<file path="config.mk">
export PLATFORM = sky130hd
export DESIGN_NAME = ram_dp_sync_flat
export DESIGN_NICKNAME = d
export VERILOG_FILES = /design/src/rtl/ram_pkg.sv /design/src/rtl/ram_dp_sync_if.sv /design/src/rtl/ram_clear_seq.sv /design/src/rtl/ram_dp_sync.sv /design/src/flat_wrapper.sv
export SDC_FILE = /design/constraint.sdc
export NUM_CORES = 1
export LEC_CHECK = 0
export CORE_MARGIN = 5
export CORE_UTILIZATION = 30
export CTS_CLUSTER_SIZE = 10
export DETAILED_ROUTE_END_ITERATION = 10
export SYNTH_ARGS = -nofsm -noshare
export SYNTH_HDL_FRONTEND = slang
export SYNTH_SLANG_ARGS = --single-unit
</file>
<file path="constraint.sdc">
create_clock -name clk -period 2.45 [get_ports clk]
set_clock_uncertainty 0.2 [all_clocks]
set_input_delay 0.49 -clock clk [delete_from_list [all_inputs] [get_ports clk]]
set_output_delay 0.49 -clock clk [all_outputs]
set_load 0.01 [all_outputs]
</file>
<file path="src/rtl/ram_pkg.sv">
// Shared types, constants and helpers for the dual-port synchronous RAM.
package ram_pkg;

  typedef enum logic {
    CLEAR = 1'b0,
    RUN   = 1'b1
  } ram_state_t;

  localparam int unsigned RDW_OLD     = 0;
  localparam int unsigned RDW_NEW     = 1;
  localparam int unsigned MERGE_WIDTH = 256;

  // Replace the bits of old_word selected by bit_mask with new_word.
  function automatic logic [MERGE_WIDTH-1:0] lane_merge(
    input logic [MERGE_WIDTH-1:0] old_word,
    input logic [MERGE_WIDTH-1:0] new_word,
    input logic [MERGE_WIDTH-1:0] bit_mask
  );
    return (old_word & ~bit_mask) | (new_word & bit_mask);
  endfunction

endpackage

</file>
<file path="src/rtl/ram_dp_sync_if.sv">
// Request/response bundle of the dual-port RAM: write port, read port and status.
interface ram_dp_sync_if #(
  parameter int unsigned DATA_WIDTH = 8,
  parameter int unsigned BYTE_WIDTH = 8,
  parameter int unsigned ADDR_WIDTH = 5
);
  localparam int unsigned NBYTES = DATA_WIDTH / BYTE_WIDTH;

  logic                  write_enable;
  logic [ADDR_WIDTH-1:0] address_write;
  logic [DATA_WIDTH-1:0] data_write;
  logic [NBYTES-1:0]     byte_enable;
  logic                  read_enable;
  logic [ADDR_WIDTH-1:0] address_read;
  logic [DATA_WIDTH-1:0] data_read;
  logic                  read_valid;
  logic                  busy;

  modport master (
    output write_enable, address_write, data_write, byte_enable,
    output read_enable, address_read,
    input  data_read, read_valid, busy
  );

  modport slave (
    input  write_enable, address_write, data_write, byte_enable,
    input  read_enable, address_read,
    output data_read, read_valid, busy
  );

endinterface

</file>
<file path="src/rtl/ram_clear_seq.sv">
// Post-reset clear sequencer: owns the CLEAR/RUN FSM, clear counter, busy flag and
// selects between the clear walker and user requests for the array write port.
module ram_clear_seq
  import ram_pkg::*;
#(
  parameter int unsigned DATA_WIDTH     = 8,
  parameter int unsigned ADDR_WIDTH     = 5,
  parameter int unsigned NBYTES         = 1,
  parameter int unsigned DEPTH          = 32,
  parameter int unsigned CLEAR_ON_RESET = 1
) (
  input  logic                  clk,
  input  logic                  reset,
  input  logic                  write_enable,
  input  logic [ADDR_WIDTH-1:0] address_write,
  input  logic [DATA_WIDTH-1:0] data_write,
  input  logic [NBYTES-1:0]     byte_enable,
  input  logic                  read_enable,
  output logic                  busy,
  output logic                  mem_we_c,
  output logic [ADDR_WIDTH-1:0] mem_addr_c,
  output logic [DATA_WIDTH-1:0] mem_data_c,
  output logic [NBYTES-1:0]     mem_lanes_c,
  output logic                  read_en_c
);

  localparam logic [ADDR_WIDTH:0]   DEPTH_LIM = (ADDR_WIDTH+1)'(DEPTH);
  localparam logic [ADDR_WIDTH-1:0] LAST_ADDR = ADDR_WIDTH'(DEPTH - 1);

  ram_state_t            state;
  logic [ADDR_WIDTH-1:0] cnt;

  always_ff @(posedge clk) begin
    if (reset) begin
      state <= (CLEAR_ON_RESET != 0) ? CLEAR : RUN;
      cnt   <= '0;
      busy  <= (CLEAR_ON_RESET != 0);
    end else if (state == CLEAR) begin
      cnt <= cnt + ADDR_WIDTH'(1);
      if (cnt == LAST_ADDR) begin
        state <= RUN;
        busy  <= 1'b0;
      end
    end
  end

  // Clear walker owns the write port while clearing; requests in a reset cycle are dropped.
  always_comb begin
    mem_we_c    = 1'b0;
    mem_addr_c  = address_write;
    mem_data_c  = data_write;
    mem_lanes_c = byte_enable;
    read_en_c   = 1'b0;
    if (!reset) begin
      if (state == CLEAR) begin
        mem_we_c    = 1'b1;
        mem_addr_c  = cnt;
        mem_data_c  = '0;
        mem_lanes_c = '1;
      end else begin
        mem_we_c  = write_enable && ({1'b0, address_write} < DEPTH_LIM) && (|byte_enable);
        read_en_c = read_enable;
      end
    end
  end

endmodule

</file>
<file path="src/rtl/ram_dp_sync.sv">
// Simple dual-port synchronous RAM with byte-lane writes, 1- or 2-cycle read latency,
// selectable read-during-write behaviour and optional post-reset clear.
module ram_dp_sync
  import ram_pkg::*;
#(
  parameter int unsigned DATA_WIDTH     = 8,
  parameter int unsigned BYTE_WIDTH     = 8,
  parameter int unsigned ADDR_WIDTH     = 5,
  parameter int unsigned DEPTH          = 32,
  parameter int unsigned READ_LATENCY   = 1,
  parameter int unsigned RDW_MODE       = 0,
  parameter int unsigned CLEAR_ON_RESET = 1
) (
  input logic          clk,
  input logic          reset,
  ram_dp_sync_if.slave bus
);

  localparam int unsigned         NBYTES    = DATA_WIDTH / BYTE_WIDTH;
  localparam logic [ADDR_WIDTH:0] DEPTH_LIM = (ADDR_WIDTH+1)'(DEPTH);

  if (DATA_WIDTH % BYTE_WIDTH != 0) begin : g_bad_lanes
    $error("DATA_WIDTH must be a multiple of BYTE_WIDTH");
  end
  if (DEPTH < 1 || DEPTH > (1 << ADDR_WIDTH)) begin : g_bad_depth
    $error("DEPTH must be in 1..2**ADDR_WIDTH");
  end
  if (READ_LATENCY != 1 && READ_LATENCY != 2) begin : g_bad_latency
    $error("READ_LATENCY must be 1 or 2");
  end
  if (DATA_WIDTH > MERGE_WIDTH) begin : g_bad_merge
    $error("DATA_WIDTH exceeds lane_merge width");
  end

  logic                  busy;
  logic                  mem_we_c;
  logic [ADDR_WIDTH-1:0] mem_addr_c;
  logic [DATA_WIDTH-1:0] mem_data_c;
  logic [NBYTES-1:0]     mem_lanes_c;
  logic                  read_en_c;
  logic [DATA_WIDTH-1:0] wr_bits_c;
  logic [DATA_WIDTH-1:0] rd_word_c;
  logic                  s1_valid;
  logic [DATA_WIDTH-1:0] s1_data;

  logic [DATA_WIDTH-1:0] mem [DEPTH];

  ram_clear_seq #(
    .DATA_WIDTH     (DATA_WIDTH),
    .ADDR_WIDTH     (ADDR_WIDTH),
    .NBYTES         (NBYTES),
    .DEPTH          (DEPTH),
    .CLEAR_ON_RESET (CLEAR_ON_RESET)
  ) u_clear_seq (
    .clk           (clk),
    .reset         (reset),
    .write_enable  (bus.write_enable),
    .address_write (bus.address_write),
    .data_write    (bus.data_write),
    .byte_enable   (bus.byte_enable),
    .read_enable   (bus.read_enable),
    .busy          (busy),
    .mem_we_c      (mem_we_c),
    .mem_addr_c    (mem_addr_c),
    .mem_data_c    (mem_data_c),
    .mem_lanes_c   (mem_lanes_c),
    .read_en_c     (read_en_c)
  );

  always_comb begin
    wr_bits_c = '0;
    for (int unsigned l = 0; l < NBYTES; l++) begin
      wr_bits_c[l*BYTE_WIDTH +: BYTE_WIDTH] = {BYTE_WIDTH{mem_lanes_c[l]}};
    end
  end

  always_ff @(posedge clk) begin
    if (mem_we_c) begin
      for (int unsigned l = 0; l < NBYTES; l++) begin
        if (mem_lanes_c[l]) begin
          mem[mem_addr_c][l*BYTE_WIDTH +: BYTE_WIDTH] <= mem_data_c[l*BYTE_WIDTH +: BYTE_WIDTH];
        end
      end
    end
  end

  // Out-of-range reads return zero; in new-data mode a same-address write is forwarded.
  always_comb begin
    rd_word_c = '0;
    if ({1'b0, bus.address_read} < DEPTH_LIM) begin
      rd_word_c = mem[bus.address_read];
    end
    if (RDW_MODE == RDW_NEW && mem_we_c && mem_addr_c == bus.address_read) begin
      rd_word_c = DATA_WIDTH'(lane_merge(MERGE_WIDTH'(rd_word_c), MERGE_WIDTH'(mem_data_c),
                                         MERGE_WIDTH'(wr_bits_c)));
    end
  end

  always_ff @(posedge clk) begin
    if (reset) begin
      s1_valid <= 1'b0;
      s1_data  <= '0;
    end else begin
      s1_valid <= read_en_c;
      if (read_en_c) s1_data <= rd_word_c;
    end
  end

  if (READ_LATENCY == 2) begin : g_lat2
    logic                  s2_valid;
    logic [DATA_WIDTH-1:0] s2_data;

    always_ff @(posedge clk) begin
      if (reset) begin
        s2_valid <= 1'b0;
        s2_data  <= '0;
      end else begin
        s2_valid <= s1_valid;
        if (s1_valid) s2_data <= s1_data;
      end
    end

    assign bus.data_read  = s2_data;
    assign bus.read_valid = s2_valid;
  end else begin : g_lat1
    assign bus.data_read  = s1_data;
    assign bus.read_valid = s1_valid;
  end

  assign bus.busy = busy;

endmodule
</file>
<file path="src/flat_wrapper.sv">
// flat-port wrapper written by rule: the top's interface ports become plain ports
module ram_dp_sync_flat import ram_pkg::*;
#(
  parameter int unsigned DATA_WIDTH     = 8,
  parameter int unsigned BYTE_WIDTH     = 8,
  parameter int unsigned ADDR_WIDTH     = 5,
  parameter int unsigned DEPTH          = 32,
  parameter int unsigned READ_LATENCY   = 1,
  parameter int unsigned RDW_MODE       = 0,
  parameter int unsigned CLEAR_ON_RESET = 1
)
  (clk, reset, bus_write_enable, bus_address_write, bus_data_write, bus_byte_enable, bus_read_enable, bus_address_read, bus_data_read, bus_read_valid, bus_busy);
  ram_dp_sync_if #(.DATA_WIDTH(DATA_WIDTH), .BYTE_WIDTH(BYTE_WIDTH), .ADDR_WIDTH(ADDR_WIDTH)) bus_i ();
  input logic clk;
  input logic reset;
  input wire logic [$bits(bus_i.write_enable)-1:0] bus_write_enable;
  input wire logic [$bits(bus_i.address_write)-1:0] bus_address_write;
  input wire logic [$bits(bus_i.data_write)-1:0] bus_data_write;
  input wire logic [$bits(bus_i.byte_enable)-1:0] bus_byte_enable;
  input wire logic [$bits(bus_i.read_enable)-1:0] bus_read_enable;
  input wire logic [$bits(bus_i.address_read)-1:0] bus_address_read;
  output wire logic [$bits(bus_i.data_read)-1:0] bus_data_read;
  output wire logic [$bits(bus_i.read_valid)-1:0] bus_read_valid;
  output wire logic [$bits(bus_i.busy)-1:0] bus_busy;
  assign bus_i.write_enable = bus_write_enable;
  assign bus_i.address_write = bus_address_write;
  assign bus_i.data_write = bus_data_write;
  assign bus_i.byte_enable = bus_byte_enable;
  assign bus_i.read_enable = bus_read_enable;
  assign bus_i.address_read = bus_address_read;
  assign bus_data_read = bus_i.data_read;
  assign bus_read_valid = bus_i.read_valid;
  assign bus_busy = bus_i.busy;
  ram_dp_sync #(.DATA_WIDTH(DATA_WIDTH), .BYTE_WIDTH(BYTE_WIDTH), .ADDR_WIDTH(ADDR_WIDTH), .DEPTH(DEPTH), .READ_LATENCY(READ_LATENCY), .RDW_MODE(RDW_MODE), .CLEAR_ON_RESET(CLEAR_ON_RESET)) u_core (.clk(clk), .reset(reset), .bus(bus_i));
endmodule
</file>
==> results.ini <==
[clock_tree]
resize_count_post_cts=0
cts_htree_levels=1
cts-root-buf=sky130_fd_sc_hd__clkbuf_16
tritoncts.num_buffers=31
insertion_delay_of_the_later_clocked_pin_in_the_worst_skew_pair_ns=0.56
clk_path_buf_depth=3
clkTransAtPathRegs_ns=0.06
cts_hold_repair.buffers=0
clkSinkCount=272
clock_tree_from_tritoncts=yes
buffers_inserted_by_post_cts_timing_repair=0

[die]
design.die.area_mm2=0.04011
ios=33
die_height_um=200.3
row_count=69
core_mm2=0.03566
dieWidth_um=200.3
initial_utilization_pct=30.46

[global_route]
grt_overflow_total=0
antenna_found_initial=0
grt_usage_pct=12.56
grt_start_max_net_pins=33
grt_pass1_vias=6232
grt_first_pass_wirelength_mm=39.27

[run]
maxCapViolCount=0

[cells_and_area]
design_area_mm2=0.01347
design.final.nets=801
layout.cells.most_common=sky130_fd_sc_hd__edfxtp_1
multi_input_comb_area_mm2=0.002711
antennaDiodeCount=0
nFillCells=3294
sequential_cell_area_mm2=0.008008
fin_cells=1261
layout-area-overhead-vs-synth_pct=23.97
layout.cells.most_common_list=sky130_fd_sc_hd__edfxtp_1, sky130_fd_sc_hd__mux2i_1, sky130_fd_sc_hd__a22oi_1
fraction_of_layout_cells_with_a_size_suffix_above_1_pct=19.00

[logic_synthesis]
post_synth_main_area_contributors=sky130_fd_sc_hd__edfxtp_1, sky130_fd_sc_hd__mux2i_1, sky130_fd_sc_hd__a22oi_1
ys_warn_count=0
synthCells=664
synth.yosys.seq_area_share_pct=73.72
post-synth-top-area-fraction_pct=70.78
synth_seq_cells=272
synth_cell_types=32
synth_top_area_cell=sky130_fd_sc_hd__edfxtp_1
syn-mean-instance-area_um2=16.36
syn-num-nets=689
synth_area_mm2=0.01086

[sta]
fin_ws_ns=0.1238
post-route-min-period_ns=2.326
period_share_pct=94.95
slew_viol_final=0
rsz_0062_raised_after_global_routing=false
setup_viol=0
fmax_mhz=429.9
slew_headroom_pct=6.908
worst_slew_pin_slew_ns=1.390
final-hold-violation-count=0

[critical_path]
timing.rr.end=u_core.mem[6][7]
crit_path_top_delay_cell=sky130_fd_sc_hd__nor2b_2
cp.required_ns=2.40
start_kind=input pin
regToRegStartpoint=u_core.u_clear_seq.state
r2r_cells=3
cp-end-kind=flip-flop
critical_path.cell_chain=clkdlybuf4s50_1, nor2_1, buf_12, nor2b_2
cp_data_arrival_time_ns=2.28
ff2ff_setup_slack_ns=0.24
critical_path_peak_fanout=32
critPathKind=input pin to flip-flop
cp_slowest_stage_delay_ns=1.04

[drt]
totalWireLength_mm=25.88
post-route-drc-count=0
routed_length_per_instance_um=20.52
drt_first_iter_violations=586
drtAntennaViolNets=0
drtPass1Iterations=5
vias=6139
vias_per_inst=4.868

[place]
place.detailed.hpwl_mm=17.56
dp_slack_ns=-0.5460
portBuffers=32
placed_cells_incl_taps=1204
finalWeightedCongestion=0.8130
dpl_cell_area_mm2=0.01256

[hold_path]
hold_class=flip-flop to flip-flop
min-delay-start=u_core.u_clear_seq.busy
worst_hold_path_depth=1
holdPathEnd=u_core.u_clear_seq.busy

[power_and_ir_drop]
ir_worst_vdd_uv=549.4
cellLeakagePower_nw=4.728
powerDensity_mw_per_mm2=733.3

[run_status]
status=finished, final reports clean

## cells by family after synthesis
group	share of synthesized area [%]
DFF	73.72
muxes	12.37
AOI/OAI and AO/OA	6.900
and+or+nand+nor	4.458
buffers and inverters	2.073
xor gates and xnor gates	0.2420
adders and majority gates	0.2304
## cell type report
class                   count  share of cell area (%)
well taps                 461                   4.284
flip-flops and latches    272                   59.47
repair buffers            118                   9.450
multi-input cells         352                   20.14
clock buffers              54                   6.402
inverters                   1                 0.02788
clock inverters             3                  0.2323
## worst max-delay path: cells and delay by family
family / cells / cell delay [ns]
buffers and inverters: 2 / 0.63
and+or+nand+nor: 2 / 1.11
## per-layer routing
metal | wire length [um] | GRT usage, % | vias to the layer above
met5 | 0 | 0 | -
met4 | 513 | 2.827 | 0
met3 | 1536 | 2.005 | 33
met2 | 12350 | 20.56 | 193
met1 | 11480 | 17.77 | 3079
li1 | - | - | 2834
## flip-flops by register name (all words and copies together), names as in the netlist
name                      count
u_core.u_clear_seq.cnt        5
u_core.bus.data_read          8
u_core.u_clear_seq.state      1
u_core.bus.read_valid         1
u_core.mem                  256
u_core.u_clear_seq.busy       1
## cells in the mapped netlist
| cell | number |
|---|---|
| sky130_fd_sc_hd__o31ai_1 | 1 |
| sky130_fd_sc_hd__edfxtp_1 | 256 |
| sky130_fd_sc_hd__a211oi_2 | 1 |
| sky130_fd_sc_hd__a21o_1 | 1 |
| sky130_fd_sc_hd__o21ai_0 | 3 |
| sky130_fd_sc_hd__nand2_1 | 15 |
| sky130_fd_sc_hd__inv_1 | 1 |
| sky130_fd_sc_hd__a211oi_1 | 7 |
| sky130_fd_sc_hd__or4_1 | 8 |
| sky130_fd_sc_hd__clkbuf_1 | 22 |
| sky130_fd_sc_hd__or2_2 | 1 |
| sky130_fd_sc_hd__mux2_2 | 2 |
| sky130_fd_sc_hd__nor2_1 | 52 |
| sky130_fd_sc_hd__buf_1 | 3 |
| sky130_fd_sc_hd__nand3_1 | 1 |
| sky130_fd_sc_hd__nor2b_1 | 12 |
| sky130_fd_sc_hd__nand4_1 | 1 |
| sky130_fd_sc_hd__a22oi_1 | 64 |
| sky130_fd_sc_hd__a21oi_1 | 33 |
| sky130_fd_sc_hd__dfxtp_1 | 16 |
| sky130_fd_sc_hd__a41oi_1 | 1 |
| sky130_fd_sc_hd__xnor2_1 | 1 |
| sky130_fd_sc_hd__ha_1 | 2 |
| sky130_fd_sc_hd__buf_6 | 6 |
| sky130_fd_sc_hd__mux2i_1 | 132 |
| sky130_fd_sc_hd__and3_1 | 1 |
| sky130_fd_sc_hd__xor2_1 | 2 |
| sky130_fd_sc_hd__and2_1 | 2 |
| sky130_fd_sc_hd__buf_4 | 8 |
| sky130_fd_sc_hd__nand3b_1 | 2 |
| sky130_fd_sc_hd__nand4b_1 | 1 |
| sky130_fd_sc_hd__nand2b_1 | 6 |
## power breakdown
part	internal [mW]	switching [mW]	leakage, nW
sequential	5.13	0.0138	2.47
combinational	0.265	0.371	1.84
clock	2.37	1.73	0.421
## metrics by stage
stage               util (%)  hold WS (ns)  setup TNS [ns]  power (mW)
finish                 37.77        0.2573               0       9.875
global route           37.77        0.3019               0       10.20
CTS                    37.74        0.2646               0       9.974
detailed placement     35.23        0.2442          -81.70       5.881
global placement       35.23        0.2398          -78.81       5.875
floorplan                  -        0.2972          -48.61       5.582
## how the worst max path moves through the flow
stage | end | start | depth (start not counted)
after floorplan | u_core.mem[0][0] | reset | 5
after global placement | u_core.bus.data_read[5] | bus_address_read[1] | 8
after detailed placement | u_core.bus.data_read[6] | bus_address_read[2] | 8
after CTS | u_core.bus.data_read[6] | bus_address_read[2] | 8
after global routing | u_core.mem[5][7] | reset | 4
final | u_core.mem[6][7] | reset | 4
No activity file was read; power rests on OpenSTA's default activity.
